**config.mk**
```make
export PLATFORM = sky130hd
export DESIGN_NAME = uart_frame_tx_flat
export DESIGN_NICKNAME = d
export VERILOG_FILES = /design/src/rtl/uart_pkg.sv /design/src/rtl/uart_frame_tx_if.sv /design/src/rtl/uart_period_tick.sv /design/src/rtl/uart_frame_tx.sv /design/src/flat_wrapper.sv
export SDC_FILE = /design/constraint.sdc
export NUM_CORES = 1
export LEC_CHECK = 0
export ABC_AREA = 1
export CORE_MARGIN = 3
export CORE_UTILIZATION = 40
export DETAILED_ROUTE_END_ITERATION = 16
export DONT_BUFFER_PORTS = 1
export PLACE_DENSITY = 0.52
export RECOVER_POWER = 25
export REMOVE_ABC_BUFFERS = 1
export SYNTH_ARGS = -nofsm -noshare
export SYNTH_HDL_FRONTEND = slang
export SYNTH_SLANG_ARGS = --single-unit
```
**constraint.sdc**
```tcl
create_clock -name clk -period 9.7 [get_ports clk]
set_input_delay 1.94 -clock clk [delete_from_list [all_inputs] [get_ports clk]]
set_output_delay 1.94 -clock clk [all_outputs]
set_load 0.01 [all_outputs]
```
**src/rtl/uart_pkg.sv**
```systemverilog
// Shared definitions for the framed UART transmitter.
//   SYNC_DEFAULT : default first byte of every frame
//   byte_t       : one FIFO byte
//   state_t      : frame FSM states (IDLE, SYNC, SEQ, DATA, CSUM, GAP)
package uart_pkg;

  localparam logic [7:0] SYNC_DEFAULT = 8'hA5;

  typedef logic [7:0] byte_t;

  typedef enum logic [2:0] {
    IDLE,
    SYNC,
    SEQ,
    DATA,
    CSUM,
    GAP
  } state_t;

endpackage

```
**src/rtl/uart_frame_tx_if.sv**
```systemverilog
// Write side of one UART TX FIFO.
//   tx_full : FIFO full flag (FIFO -> transmitter)
//   w_data  : byte to write (transmitter -> FIFO)
//   wr_uart : one-cycle write strobe (transmitter -> FIFO)
// The master modport is the frame transmitter; the slave modport is the FIFO.
interface uart_frame_tx_if;
  import uart_pkg::*;

  logic  tx_full;
  byte_t w_data;
  logic  wr_uart;

  modport master (input tx_full, output w_data, output wr_uart);
  modport slave  (output tx_full, input w_data, input wr_uart);

endinterface

```
**src/rtl/uart_period_tick.sv**
```systemverilog
// Free-running period counter producing a one-cycle tick.
//   clk, rst : clock and asynchronous active-high reset
//   en       : counter runs while high, is held at 0 while low
//   tick     : high in the cycle the count equals PERIOD_CYCLES-1
module uart_period_tick #(
  parameter int PERIOD_CYCLES = 1_000_000
) (
  input  logic clk,
  input  logic rst,
  input  logic en,
  output logic tick
);

  localparam int CW = $clog2(PERIOD_CYCLES);

  logic [CW-1:0] cnt_q, cnt_d;

  always_comb begin
    cnt_d = cnt_q;
    tick  = 1'b0;
    if (!en) begin
      cnt_d = '0;
    end else if (cnt_q == CW'(PERIOD_CYCLES - 1)) begin
      cnt_d = '0;
      tick  = 1'b1;
    end else begin
      cnt_d = cnt_q + 1'b1;
    end
  end

  always_ff @(posedge clk or posedge rst) begin
    if (rst) cnt_q <= '0;
    else     cnt_q <= cnt_d;
  end

endmodule

```
**src/rtl/uart_frame_tx.sv**
```systemverilog
// Framed transmitter feeding one UART TX FIFO.
// Emits SYNC, SEQ, NUM_BYTES payload bytes (byte 0 first), CSUM, where
// CSUM = SEQ xor all payload bytes. Frames start on force_send, a periodic
// tick, or (ON_CHANGE) a payload differing from the last frame sent.
//   clk, rst   : clock and asynchronous active-high reset
//   en         : enables the period counter and new triggers
//   payload    : NUM_BYTES*8 payload vector, byte k = payload[8k+7:8k]
//   force_send : single-cycle request for an immediate frame
//   fifo       : FIFO write port (tx_full in, w_data/wr_uart out)
//   busy       : frame in progress
//   seq        : sequence number of the next frame
//   dropped    : one-cycle pulse when a trigger finds one already queued
module uart_frame_tx
  import uart_pkg::*;
#(
  parameter int    NUM_BYTES     = 3,
  parameter byte_t SYNC_BYTE     = SYNC_DEFAULT,
  parameter int    PERIOD_CYCLES = 1_000_000,
  parameter int    ON_CHANGE     = 1
) (
  input  logic                   clk,
  input  logic                   rst,
  input  logic                   en,
  input  logic [NUM_BYTES*8-1:0] payload,
  input  logic                   force_send,
  uart_frame_tx_if.master        fifo,
  output logic                   busy,
  output byte_t                  seq,
  output logic                   dropped
);

  localparam int PW = NUM_BYTES * 8;
  localparam int IW = (NUM_BYTES > 1) ? $clog2(NUM_BYTES) : 1;

  state_t        state_q, state_d, next_q, next_d;
  logic [PW-1:0] snap_q, snap_d, last_q, last_d, ref_q, ref_d;
  logic [IW-1:0] idx_q, idx_d;
  byte_t         csum_q, csum_d, w_data_q, w_data_d, seq_q, seq_d;
  logic          wr_q, wr_d, busy_q, busy_d;
  logic          pending_q, pending_d, dropped_q, dropped_d;
  logic          tick, change_hit, trigger;
  byte_t         data_byte;

  uart_period_tick #(.PERIOD_CYCLES(PERIOD_CYCLES)) u_tick (
    .clk  (clk),
    .rst  (rst),
    .en   (en),
    .tick (tick)
  );

  assign data_byte = snap_q[{idx_q, 3'b000} +: 8];

  // While idle a change means "differs from the last frame sent". While busy
  // it is edge-like against ref_q so that every distinct mid-frame change
  // counts once, rather than the frozen snapshot re-triggering every cycle.
  assign change_hit = (ON_CHANGE != 0) &&
                      (busy_q ? (payload != ref_q) : (payload != last_q));
  assign trigger    = en && (force_send || tick || change_hit);

  always_comb begin
    state_d   = state_q;
    next_d    = next_q;
    snap_d    = snap_q;
    last_d    = last_q;
    ref_d     = ref_q;
    idx_d     = idx_q;
    csum_d    = csum_q;
    w_data_d  = w_data_q;
    seq_d     = seq_q;
    busy_d    = busy_q;
    pending_d = pending_q;
    wr_d      = 1'b0;
    dropped_d = 1'b0;

    // Triggers during a frame queue at most one follow-up frame.
    if (trigger && busy_q) begin
      dropped_d = pending_q;
      pending_d = 1'b1;
      ref_d     = payload;
    end

    case (state_q)
      IDLE: begin
        if (trigger || (en && pending_q)) begin
          snap_d    = payload;
          ref_d     = payload;
          pending_d = 1'b0;
          busy_d    = 1'b1;
          idx_d     = '0;
          state_d   = SYNC;
        end
      end
      SYNC: begin
        if (!fifo.tx_full) begin
          w_data_d = SYNC_BYTE;
          wr_d     = 1'b1;
          state_d  = GAP;
          next_d   = SEQ;
        end
      end
      SEQ: begin
        if (!fifo.tx_full) begin
          w_data_d = seq_q;
          csum_d   = seq_q;
          wr_d     = 1'b1;
          state_d  = GAP;
          next_d   = DATA;
        end
      end
      DATA: begin
        if (!fifo.tx_full) begin
          w_data_d = data_byte;
          csum_d   = csum_q ^ data_byte;
          wr_d     = 1'b1;
          state_d  = GAP;
          if (idx_q == IW'(NUM_BYTES - 1)) begin
            idx_d  = '0;
            next_d = CSUM;
          end else begin
            idx_d  = idx_q + 1'b1;
            next_d = DATA;
          end
        end
      end
      CSUM: begin
        if (!fifo.tx_full) begin
          w_data_d = csum_q;
          wr_d     = 1'b1;
          state_d  = GAP;
          next_d   = IDLE;
        end
      end
      GAP: begin
        // One idle cycle lets tx_full reflect the byte just written.
        state_d = next_q;
        if (next_q == IDLE) begin
          last_d = snap_q;
          seq_d  = seq_q + 8'd1;
          busy_d = 1'b0;
        end
      end
      default: state_d = IDLE;
    endcase
  end

  always_ff @(posedge clk or posedge rst) begin
    if (rst) begin
      state_q   <= IDLE;
      next_q    <= IDLE;
      snap_q    <= '0;
      last_q    <= '0;
      ref_q     <= '0;
      idx_q     <= '0;
      csum_q    <= '0;
      w_data_q  <= '0;
      seq_q     <= '0;
      wr_q      <= 1'b0;
      busy_q    <= 1'b0;
      pending_q <= 1'b0;
      dropped_q <= 1'b0;
    end else begin
      state_q   <= state_d;
      next_q    <= next_d;
      snap_q    <= snap_d;
      last_q    <= last_d;
      ref_q     <= ref_d;
      idx_q     <= idx_d;
      csum_q    <= csum_d;
      w_data_q  <= w_data_d;
      seq_q     <= seq_d;
      wr_q      <= wr_d;
      busy_q    <= busy_d;
      pending_q <= pending_d;
      dropped_q <= dropped_d;
    end
  end

  assign fifo.w_data  = w_data_q;
  assign fifo.wr_uart = wr_q;
  assign busy         = busy_q;
  assign seq          = seq_q;
  assign dropped      = dropped_q;

endmodule

```
**src/flat_wrapper.sv**
```systemverilog
// flat-port wrapper written by rule: the top's interface ports become plain ports
module uart_frame_tx_flat import uart_pkg::*;
#(
  parameter int    NUM_BYTES     = 3,
  parameter byte_t SYNC_BYTE     = SYNC_DEFAULT,
  parameter int    PERIOD_CYCLES = 1_000_000,
  parameter int    ON_CHANGE     = 1
)
  (clk, rst, en, payload, force_send, busy, seq, dropped, fifo_tx_full, fifo_w_data, fifo_wr_uart);
  uart_frame_tx_if fifo_i ();
  input  logic clk;
  input  logic rst;
  input  logic en;
  input  logic [NUM_BYTES*8-1:0] payload;
  input  logic force_send;
  output logic busy;
  output byte_t seq;
  output logic dropped;
  input wire logic [$bits(fifo_i.tx_full)-1:0] fifo_tx_full;
  output wire logic [$bits(fifo_i.w_data)-1:0] fifo_w_data;
  output wire logic [$bits(fifo_i.wr_uart)-1:0] fifo_wr_uart;
  assign fifo_i.tx_full = fifo_tx_full;
  assign fifo_w_data = fifo_i.w_data;
  assign fifo_wr_uart = fifo_i.wr_uart;
  uart_frame_tx #(.NUM_BYTES(NUM_BYTES), .SYNC_BYTE(SYNC_BYTE), .PERIOD_CYCLES(PERIOD_CYCLES), .ON_CHANGE(ON_CHANGE)) u_core (.clk(clk), .rst(rst), .en(en), .payload(payload), .force_send(force_send), .fifo(fifo_i), .busy(busy), .seq(seq), .dropped(dropped));
endmodule
```
# Word-level counts from Yosys, hierarchy flattened
# Cells that the tools add are included.
# word_totals
regBits	128
out_inout_bits	19
wordCells	92
# classes
add_sub_neg	3
eq_ne	16
shifts	1
muxes	37
bitwise_logic	1
n_reduce_logical	20
# ops
cell	n
24-bit two-way mux	3
24-bit inequality test	2
20-bit two-way mux	2
8-bit two-way mux	5
8-bit case mux with 4 select lines	1
24-bit by 6-bit variable part select with 8-bit output	1
3-bit two-way mux	7
20-bit by 1-bit adder with 20-bit output, second input constant	1
20-bit == test, second input constant	1
8-bit case mux with 2 select lines	1
3-bit case mux with 4 select lines	1
1-bit two-way mux	11
2-bit inequality test, second input constant	5
3-bit case mux with 3 select lines	1
3-bit AND reduction	3
8-bit by 1-bit adder with 8-bit output, second input constant	1
8-bit bitwise XOR	1
3-bit by 2-bit == test with 1-bit output, second input constant	2
3-bit == test, second input constant	2
3-bit zero test	2
2-bit two-way mux	3
2-bit AND reduction	3
2-bit nonzero test	3
5-bit AND reduction	1
other kinds (10)	15

# Longest topological paths before layout
# Gate-level depths: netlist of run 1.
# logic_depth
word_depth	10
ltp_mapped	17
mapped_depth_nobuf	15

# Modules after synthesis
# From an unflattened synthesis of run 1, not the netlist that was laid out.
# hier_totals
cells_unflattened	865
hier_area_um2	6622.6
# modules_own_cells
module	n_inst	cells_each	area_per_inst_um2
uart_frame_tx	1	716	5459.0
uart_period_tick	1	149	1163.6

# Least setup slack after synthesis of run 1
# Ideal clock, no wire load.
# synth_path
path_type	input to register
startpoint	in payload[17]
endpoint	reg u_core.ref_q[3]
setup_time_ns	0.117
arrival_time_ns	3.000
setup_slack_ns	6.584
stages	14
n_path_buf	1
cell_sequence	inv_1 nand3_1 nand2_1 nor2_1 nand2_1 nor2_1 nand2_1 nor2_1 nor2_1 nand2_2 nand2_2 buf_2 nand2_1 nand2_1
# synth_between
elab_chain_len	8
# synth_rtl
item	line_no	text
start: declaration	flat_wrapper.sv:14	input logic [NUM_BYTES*8-1:0] payload;
24-bit inequality test	uart_frame_tx.sv:57	(busy_q ? (payload != ref_q) : (payload != last_q));
1-bit two-way mux (*)	uart_frame_tx.sv:57	
1-bit logical OR (*)	uart_frame_tx.sv:58	assign trigger = en && (force_send || tick || change_hit);
1-bit logical AND (*)	uart_frame_tx.sv:58	
1-bit logical AND	uart_frame_tx.sv:76	if (trigger && busy_q) begin
24-bit two-way mux	uart_frame_tx.sv:76	
24-bit two-way mux	uart_frame_tx.sv:84	if (trigger || (en && pending_q)) begin
24-bit two-way mux (*)	uart_frame_tx.sv:82	case (state_q)
net u_core.ref_d[3]	uart_frame_tx.sv:36	logic [PW-1:0] snap_q, snap_d, last_q, last_d, ref_q, ref_d;
end signal: assignment	uart_frame_tx.sv:166	ref_q <= ref_d;
end: declaration	uart_frame_tx.sv:36	
# The timed path passes the listed nets; every way through them passes the cells marked *.
# A chain may end at the register's enable or synchronous reset.

==> impl_metrics.env, run 1 <==
export IMPL_ys_warn_count=0
export IMPL_synthTopCellsByArea="dfrtp_1 50%, nand2_1 18%, inv_1 6.3%"
export IMPL_slew_headroom_pct=-69.0
export IMPL_cp_cell_sequence="clkinvlp_2, buf_4"
export IMPL_peakVddDrop_mv=0.137
export IMPL_cpPeakStageDelay_ns=1.39
export IMPL_vias_per_cell=5.08
export IMPL_max_freq_ghz=0.257
export IMPL_cp_startpoint="rst"
export IMPL_ctsHtreeMaxLevel=4
export IMPL_multi_input_area_um2=2640
export IMPL_clk_path_buf_depth=2
export IMPL_postCtsSetupBuffers=0
export IMPL_cts_num_sinks=128
export IMPL_antenna_found_initial=0
export IMPL_r2r_start="u_core.state_q[0]"
export IMPL_arrival_ns=4.31
export IMPL_place_ws_ns=5.54
export IMPL_yosysSeqAreaShare_pct=49.9
export IMPL_crit_buf_inv=2
export IMPL_grt_max_degree=77
export IMPL_grt_pass1_wl_um=26400
export IMPL_grt_usage_pct=18.9
export IMPL_clk_pin_slew_ns=0.06
export IMPL_tritoncts="yes"
export IMPL_place_hpwl_um=10900
export IMPL_area_growth_pct=11.4
export IMPL_drive_above_1_share_pct=4.91
export IMPL_root_buffer="clkbuf_16"
export IMPL_n_fill_cell=1608
export IMPL_start_util_pct=41.6
export IMPL_die_area_um2=17600
export IMPL_drtIter0Drc=331
export IMPL_coreArea_um2=15400
export IMPL_crit_path_end_kind="asynchronous set/reset pin"
export IMPL_finalMaxSlewViolations=102
export IMPL_syn_area_um2=6410
export IMPL_min_to="u_core.u_tick.cnt_q[0]"
export IMPL_cts_buffers=17
export IMPL_diodes=0
export IMPL_max_slew_worst_pin_slew_ns=2.52
export IMPL_dr_pass1_iters=5
export IMPL_hp_class="flop to flop"
export IMPL_yosys_top_cells_count="304 x nand2_1, 128 x dfrtp_1, 108 x inv_1, 65 x nand3_1, 65 x o21ai_0"
export IMPL_rrSetupSlack_ns=5.99
export IMPL_cp_start_kind="input port"
export IMPL_remaining_drc_errors=0
export IMPL_finalHoldViolCount=0
export IMPL_dieWidth_um=133
export IMPL_antenna_left=0
export IMPL_synth_most_common_cell="nand2_1"
export IMPL_cp_slowest_cell="clkinvlp_2"
export IMPL_ios=48
export IMPL_post_route_period_util_pct=40.1
export IMPL_grt_overflow=0
export IMPL_synth_top_area_share_pct=49.9
export IMPL_path_max_fanout=71
export IMPL_synthDistinctLibCells=34
export IMPL_grt_pass1_vias=5176
export IMPL_p_per_area_nw_per_um2=304
export IMPL_synth_area_per_cell_um2=7.58
export IMPL_holdPathStages=1
export IMPL_cts_hold_fix_buffers=0
export IMPL_hold_start="u_core.u_tick.cnt_q[0]"
export IMPL_dp_cells=1035
export IMPL_rsz0062_at_grt="no"
export IMPL_setup_tns_ns=0
export IMPL_finalNonFillerCells=1067
export IMPL_gp_congestion=0.832
export IMPL_worstReg2RegEnd="u_core.seq[6]"
export IMPL_crit_type="input port to asynchronous set/reset pin"
export IMPL_status="complete, but fails checks"
export IMPL_p_total_mw=2.17
export IMPL_routed_wl_um=16000
export IMPL_setup_viol=0
export IMPL_fp_dieH_um=133
export IMPL_yosysTopAreaCell="dfrtp_1"
export IMPL_clock_latency_ns=0.42
export IMPL_r2r_cells=10
export IMPL_synth_edff_count=0
export IMPL_io_buffers=0
export IMPL_drv_cap=2
export IMPL_synth_seq_cells=128
export IMPL_regArea_um2=3200
export IMPL_power_leakage_nw=3.63
export IMPL_layout_setup_ws_ns=5.81
export IMPL_cts_resized=0
export IMPL_wl_per_cell_um=15.0
export IMPL_syn_inst=846
export IMPL_synth_top_flop_cell="dfrtp_1"
export IMPL_required_ns=10.12
export IMPL_finalNetCount=874
export IMPL_finalClockSkew_ns=0.0105
export IMPL_async_flop_share_pct=100
export IMPL_cp_top_family="buffers and inverters"
export IMPL_num_vias=5417
export IMPL_num_rows=45
export IMPL_layout_min_cycle_time_ns=3.89
export IMPL_violations="max-capacitance violations, max-slew violations"
==> cell type report <==
cell class	count	share of cell area, %
Sequential cell	128	44.8
Inverter	110	5.79
Timing Repair Buffer	5	0.473
Multi-Input combinational cell	581	36.9
Tap cell	211	3.69
Clock buffer	18	6.00
Clock inverter	14	2.33
==> flip-flops by register name, summed over array words and instances, names as in the netlist <==
name and flops:
u_core.busy 1, u_core.csum_q 8, u_core.dropped 1, u_core.fifo.w_data 8, u_core.fifo.wr_uart 1, u_core.idx_q 2, u_core.last_q 24, u_core.next_q 3
u_core.pending_q 1, u_core.ref_q 24, u_core.seq 8, u_core.snap_q 24, u_core.state_q 3, u_core.u_tick.cnt_q 20
==> report_power, final <==
group          total (mW)  switching (mW)  internal [mW]
registers           0.853           0.130          0.723
clock network       0.644           0.241          0.403
logic               0.676           0.446          0.230
total                2.17           0.817           1.36
==> worst max-delay path by stage <==
stage,endpoint,slack [ns],cells past startpoint
4_1_cts,u_core.ref_q[18],5.97,12
5_1_grt,u_core.last_q[12],5.25,2
2_1_floorplan,u_core.busy,4.35,1
3_3_place_gp,u_core.ref_q[4],5.67,12
3_5_place_dp,u_core.ref_q[12],5.54,12
6_report,u_core.snap_q[23],5.81,2
==> cell families after synthesis <==
logic type | after synthesis | synth area share, %
adder cells (fa/ha/maj) | 2 | 0.390
flip-flops | 128 | 49.9
XOR/XNOR | 11 | 1.50
AO/OA/AOI/OAI | 126 | 11.4
AND/OR/NAND/NOR | 442 | 27.8
buffers and inverters | 137 | 8.95
==> layout by cell type, fill, tap and decap left out, drive strengths merged <==
master and instances:
o221ai 8, xor2 6, dfrtp 128, and3 1, a21boi 1, o32ai 1, inv 109, nand3 66
nor3 9, clkinv 7, xnor2 5, buf 4, nand4 3, o22ai 8, nand3b 1, o211ai 2
clkinvlp 5, o21a 1, nand2 306, o21ai 72, ha 2, bufinv 3, a211oi 2, a21oi 19
a22o 8, or2 2, nor2 54, a2bb2oi 3, clkbuf 19, o21bai 1
==> worst register-to-register path, stage by stage, from the launching register on <==
cell	delay (ns)
dfrtp_1	0.43
nand2_1	0.11
nor2_1	0.06
nand4_1	0.07
clkbuf_1	1.40
inv_1	0.87
nand2_1	0.29
inv_1	0.07
nand3_1	0.10
nand3b_1	0.13
xnor2_1	0.11
==> metal layers <==
metal  up-vias  GRT usage, %  wire length, um
met3        15          4.37              786
met5         -             0                0
li1       2688             -                -
met2       131          30.3             7500
met1      2583          25.7             7550
met4         0          5.48              168
==> through the flow <==
step	utilization [%]	area (um^2)	hold WS (ns)
2_1_floorplan	-	6250	0.424
3_3_place_gp	42.5	6560	0.442
3_5_place_dp	42.5	6560	0.444
4_1_cts	46.4	7150	0.458
5_1_grt	46.3	7150	0.468
6_report	46.3	7150	0.454
No activity file was read; power rests on OpenSTA's default activity.
==> inputs of run 2 (changes only) <==
ABC_AREA = 0   (was 1)
clock period = 3.6 ns   (was 9.7 ns; I/O delays follow)
==> impl_metrics.env, run 2 <==
export IMPL_setup_viol=0
export IMPL_finalNetCount=637
export IMPL_syn_inst=609
export IMPL_ios=48
export IMPL_synthTopCellsByArea="dfrtp_1 51%, nand2_1 6.8%, mux2i_1 5.4%"
export IMPL_diodes=0
export IMPL_finalMaxSlewViolations=57
export IMPL_path_max_fanout=17
export IMPL_seqPwrFrac_pct=40.3
export IMPL_crit_type="flop to flop"
export IMPL_antenna_left=0
export IMPL_synth_most_common_cell="dfrtp_1"
export IMPL_cp_start_kind="flop"
export IMPL_cts_num_sinks=128
export IMPL_p_sw_share_pct=34.8
export IMPL_finalHoldViolCount=0
export IMPL_required_ns=3.90
export IMPL_hp_class="input port to flop"
export IMPL_slew_headroom_pct=-72.8
export IMPL_layout_commonest_cell="dfrtp_1"
export IMPL_die_area_um2=17400
export IMPL_rsz0062_at_grt="no"
export IMPL_yosysSeqAreaShare_pct=50.6
export IMPL_fin_area_um2=7070
export IMPL_ctsHtreeMaxLevel=4
export IMPL_drtIter0Drc=237
export IMPL_grt_usage_pct=18.5
export IMPL_switchingPower_mw=2.06
export IMPL_p_total_mw=5.92
export IMPL_layout_setup_ws_ns=0.717
export IMPL_gp_congestion=0.768
export IMPL_grt_pass1_vias=4547
export IMPL_synth_top_flop_cell="dfrtp_1"
export IMPL_remaining_drc_errors=0
export IMPL_fp_dieH_um=132
export IMPL_synth_edff_count=0
export IMPL_cpPeakStageDelay_ns=0.37
export IMPL_clock_latency_ns=0.42
export IMPL_syn_area_um2=6330
export IMPL_clockPowerShare_pct=27.0
export IMPL_worst_hold_slack_ns=0.429
export IMPL_synthDistinctLibCells=48
export IMPL_io_buffers=0
export IMPL_place_hpwl_um=10300
export IMPL_cp_slowest_cell="nor4_2"
export IMPL_coreArea_um2=15300
export IMPL_status="complete, but fails checks"
export IMPL_violations="max-capacitance violations, max-slew violations"
export IMPL_cts_hold_fix_buffers=0
export IMPL_synth_top_area_share_pct=50.6
export IMPL_power_leakage_nw=3.27
export IMPL_peakVddDrop_mv=0.421
export IMPL_start_util_pct=41.3
export IMPL_clk_path_buf_depth=2
export IMPL_arrival_ns=3.18
export IMPL_largestRegisters="u_core.last_q: 24 flops, u_core.ref_q: 24 flops, u_core.snap_q: 24 flops"
export IMPL_routed_wl_um=15200
export IMPL_dr_pass1_iters=4
export IMPL_drv_cap=1
export IMPL_synth_area_per_cell_um2=10.4
export IMPL_area_growth_pct=11.6
export IMPL_postCtsSetupBuffers=0
export IMPL_antenna_found_initial=0
export IMPL_place_ws_ns=0.674
export IMPL_num_rows=45
export IMPL_cp_cell_sequence="buf_4, mux2i_1, xnor2_1, nor4_2, nand4_1, o211ai_2, nand2_2, buf_12, mux2_4"
export IMPL_clk_pin_slew_ns=0.06
export IMPL_finalClockSkew_ns=0.0118
export IMPL_post_route_period_util_pct=80.1
export IMPL_cts_resized=0
export IMPL_post_route_util_pct=46.1
export IMPL_most_common_layout_cells="128 x dfrtp_1, 115 x nand2_1, 43 x nor2_1"
export IMPL_yosysTopAreaCell="dfrtp_1"
export IMPL_vias_per_cell=5.24
export IMPL_synth_seq_cells=128
export IMPL_crit_path_end_kind="flop"
export IMPL_layout_min_cycle_time_ns=2.88
export IMPL_num_vias=4342
export IMPL_yosys_top_cells_count="128 x dfrtp_1, 115 x nand2_1, 43 x nor2_1, 36 x xnor2_1"
export IMPL_grt_max_degree=57
export IMPL_grt_pass1_wl_um=25400
export IMPL_drive_above_1_share_pct=15.2
export IMPL_max_slew_worst_pin_slew_ns=2.58
export IMPL_dieWidth_um=132
export IMPL_cts_buffers=17
export IMPL_ys_warn_count=0
export IMPL_root_buffer="clkbuf_16"
export IMPL_p_int_mw=3.86
export IMPL_n_fill_cell=1491
export IMPL_grt_overflow=0
export IMPL_wl_per_cell_um=18.3
export IMPL_placed_area_um2=6520
export IMPL_p_per_area_nw_per_um2=838
export IMPL_tritoncts="yes"
export IMPL_comb_power_share_pct=32.7
export IMPL_async_flop_share_pct=100
export IMPL_max_freq_ghz=0.347
-- run 2: cell type report --
| class | instances | area [um^2] | area share, % |
|---|---|---|---|
| Multi-Input combinational cell | 442 | 2930 | 41.5 |
| Clock inverter | 10 | 88.8 | 1.26 |
| Clock buffer | 21 | 460 | 6.52 |
| Inverter | 6 | 23.8 | 0.336 |
| Sequential cell | 128 | 3200 | 45.3 |
| Timing Repair Buffer | 11 | 92.6 | 1.31 |
| Tap cell | 211 | 264 | 3.74 |
-- run 2: cells by family after synthesis --
kind of cell	after synthesis	share of synthesized area, %
multiplexers	82	15.1
AND/OR/NAND/NOR	228	16.3
adder cells (fa/ha/maj)	2	0.395
AO/OA/AOI/OAI	85	8.28
buffers and inverters	39	3.10
flip-flops	128	50.6
XOR/XNOR	45	6.23
-- run 2: through the flow --
step	std cells	TNS (ns)
after floorplan	576	-97.06
after global placement	798	0
after detailed placement	798	0
after CTS	829	0
after global routing	829	0
final	829	0
-- run 2: per-layer routing --
metal / vias up / GRT usage (%) / wire length (um)
li1: 2085 / - / -
met1: 2166 / 25.8 / 7270
met2: 71 / 27.7 / 6960
met3: 20 / 5.46 / 707
met4: 0 / 6.53 / 269
met5: - / 0 / 0
-- run 2: final timing paths --
check                                        from                end  slack (ns)  cells after the start
worst max-delay path                  u_core.busy   u_core.ref_q[19]        0.72                      9
worst min-delay path                   payload[2]   u_core.snap_q[2]        0.43                      1
worst max register to register        u_core.busy   u_core.ref_q[19]        0.72                      9
worst min register to register  u_core.last_q[16]  u_core.last_q[16]        0.48                      2
max in group asynchronous                     rst    u_core.ref_q[4]        0.94                      2
min in group asynchronous                     rst  u_core.state_q[0]        0.89                      1
-- run 2: power groups by stage --
stage,logic [mW],clock network [mW],registers [mW]
CTS,1.96,1.64,2.39
floorplan,1.44,0,2.34
global placement,1.90,0,2.39
global route,2.15,1.71,2.46
detailed placement,1.95,0,2.41
finish,1.93,1.60,2.39
-- run 2: critical path: cells and delay by family (launching register included) --
kind                      cells  cell delay, ns
and+or+nand+nor               3            0.91
muxes                         2            0.57
xor gates and xnor gates      1            0.10
buffers and inverters         2            0.56
AOI/OAI and AO/OA             1            0.27
DFF                           1            0.34
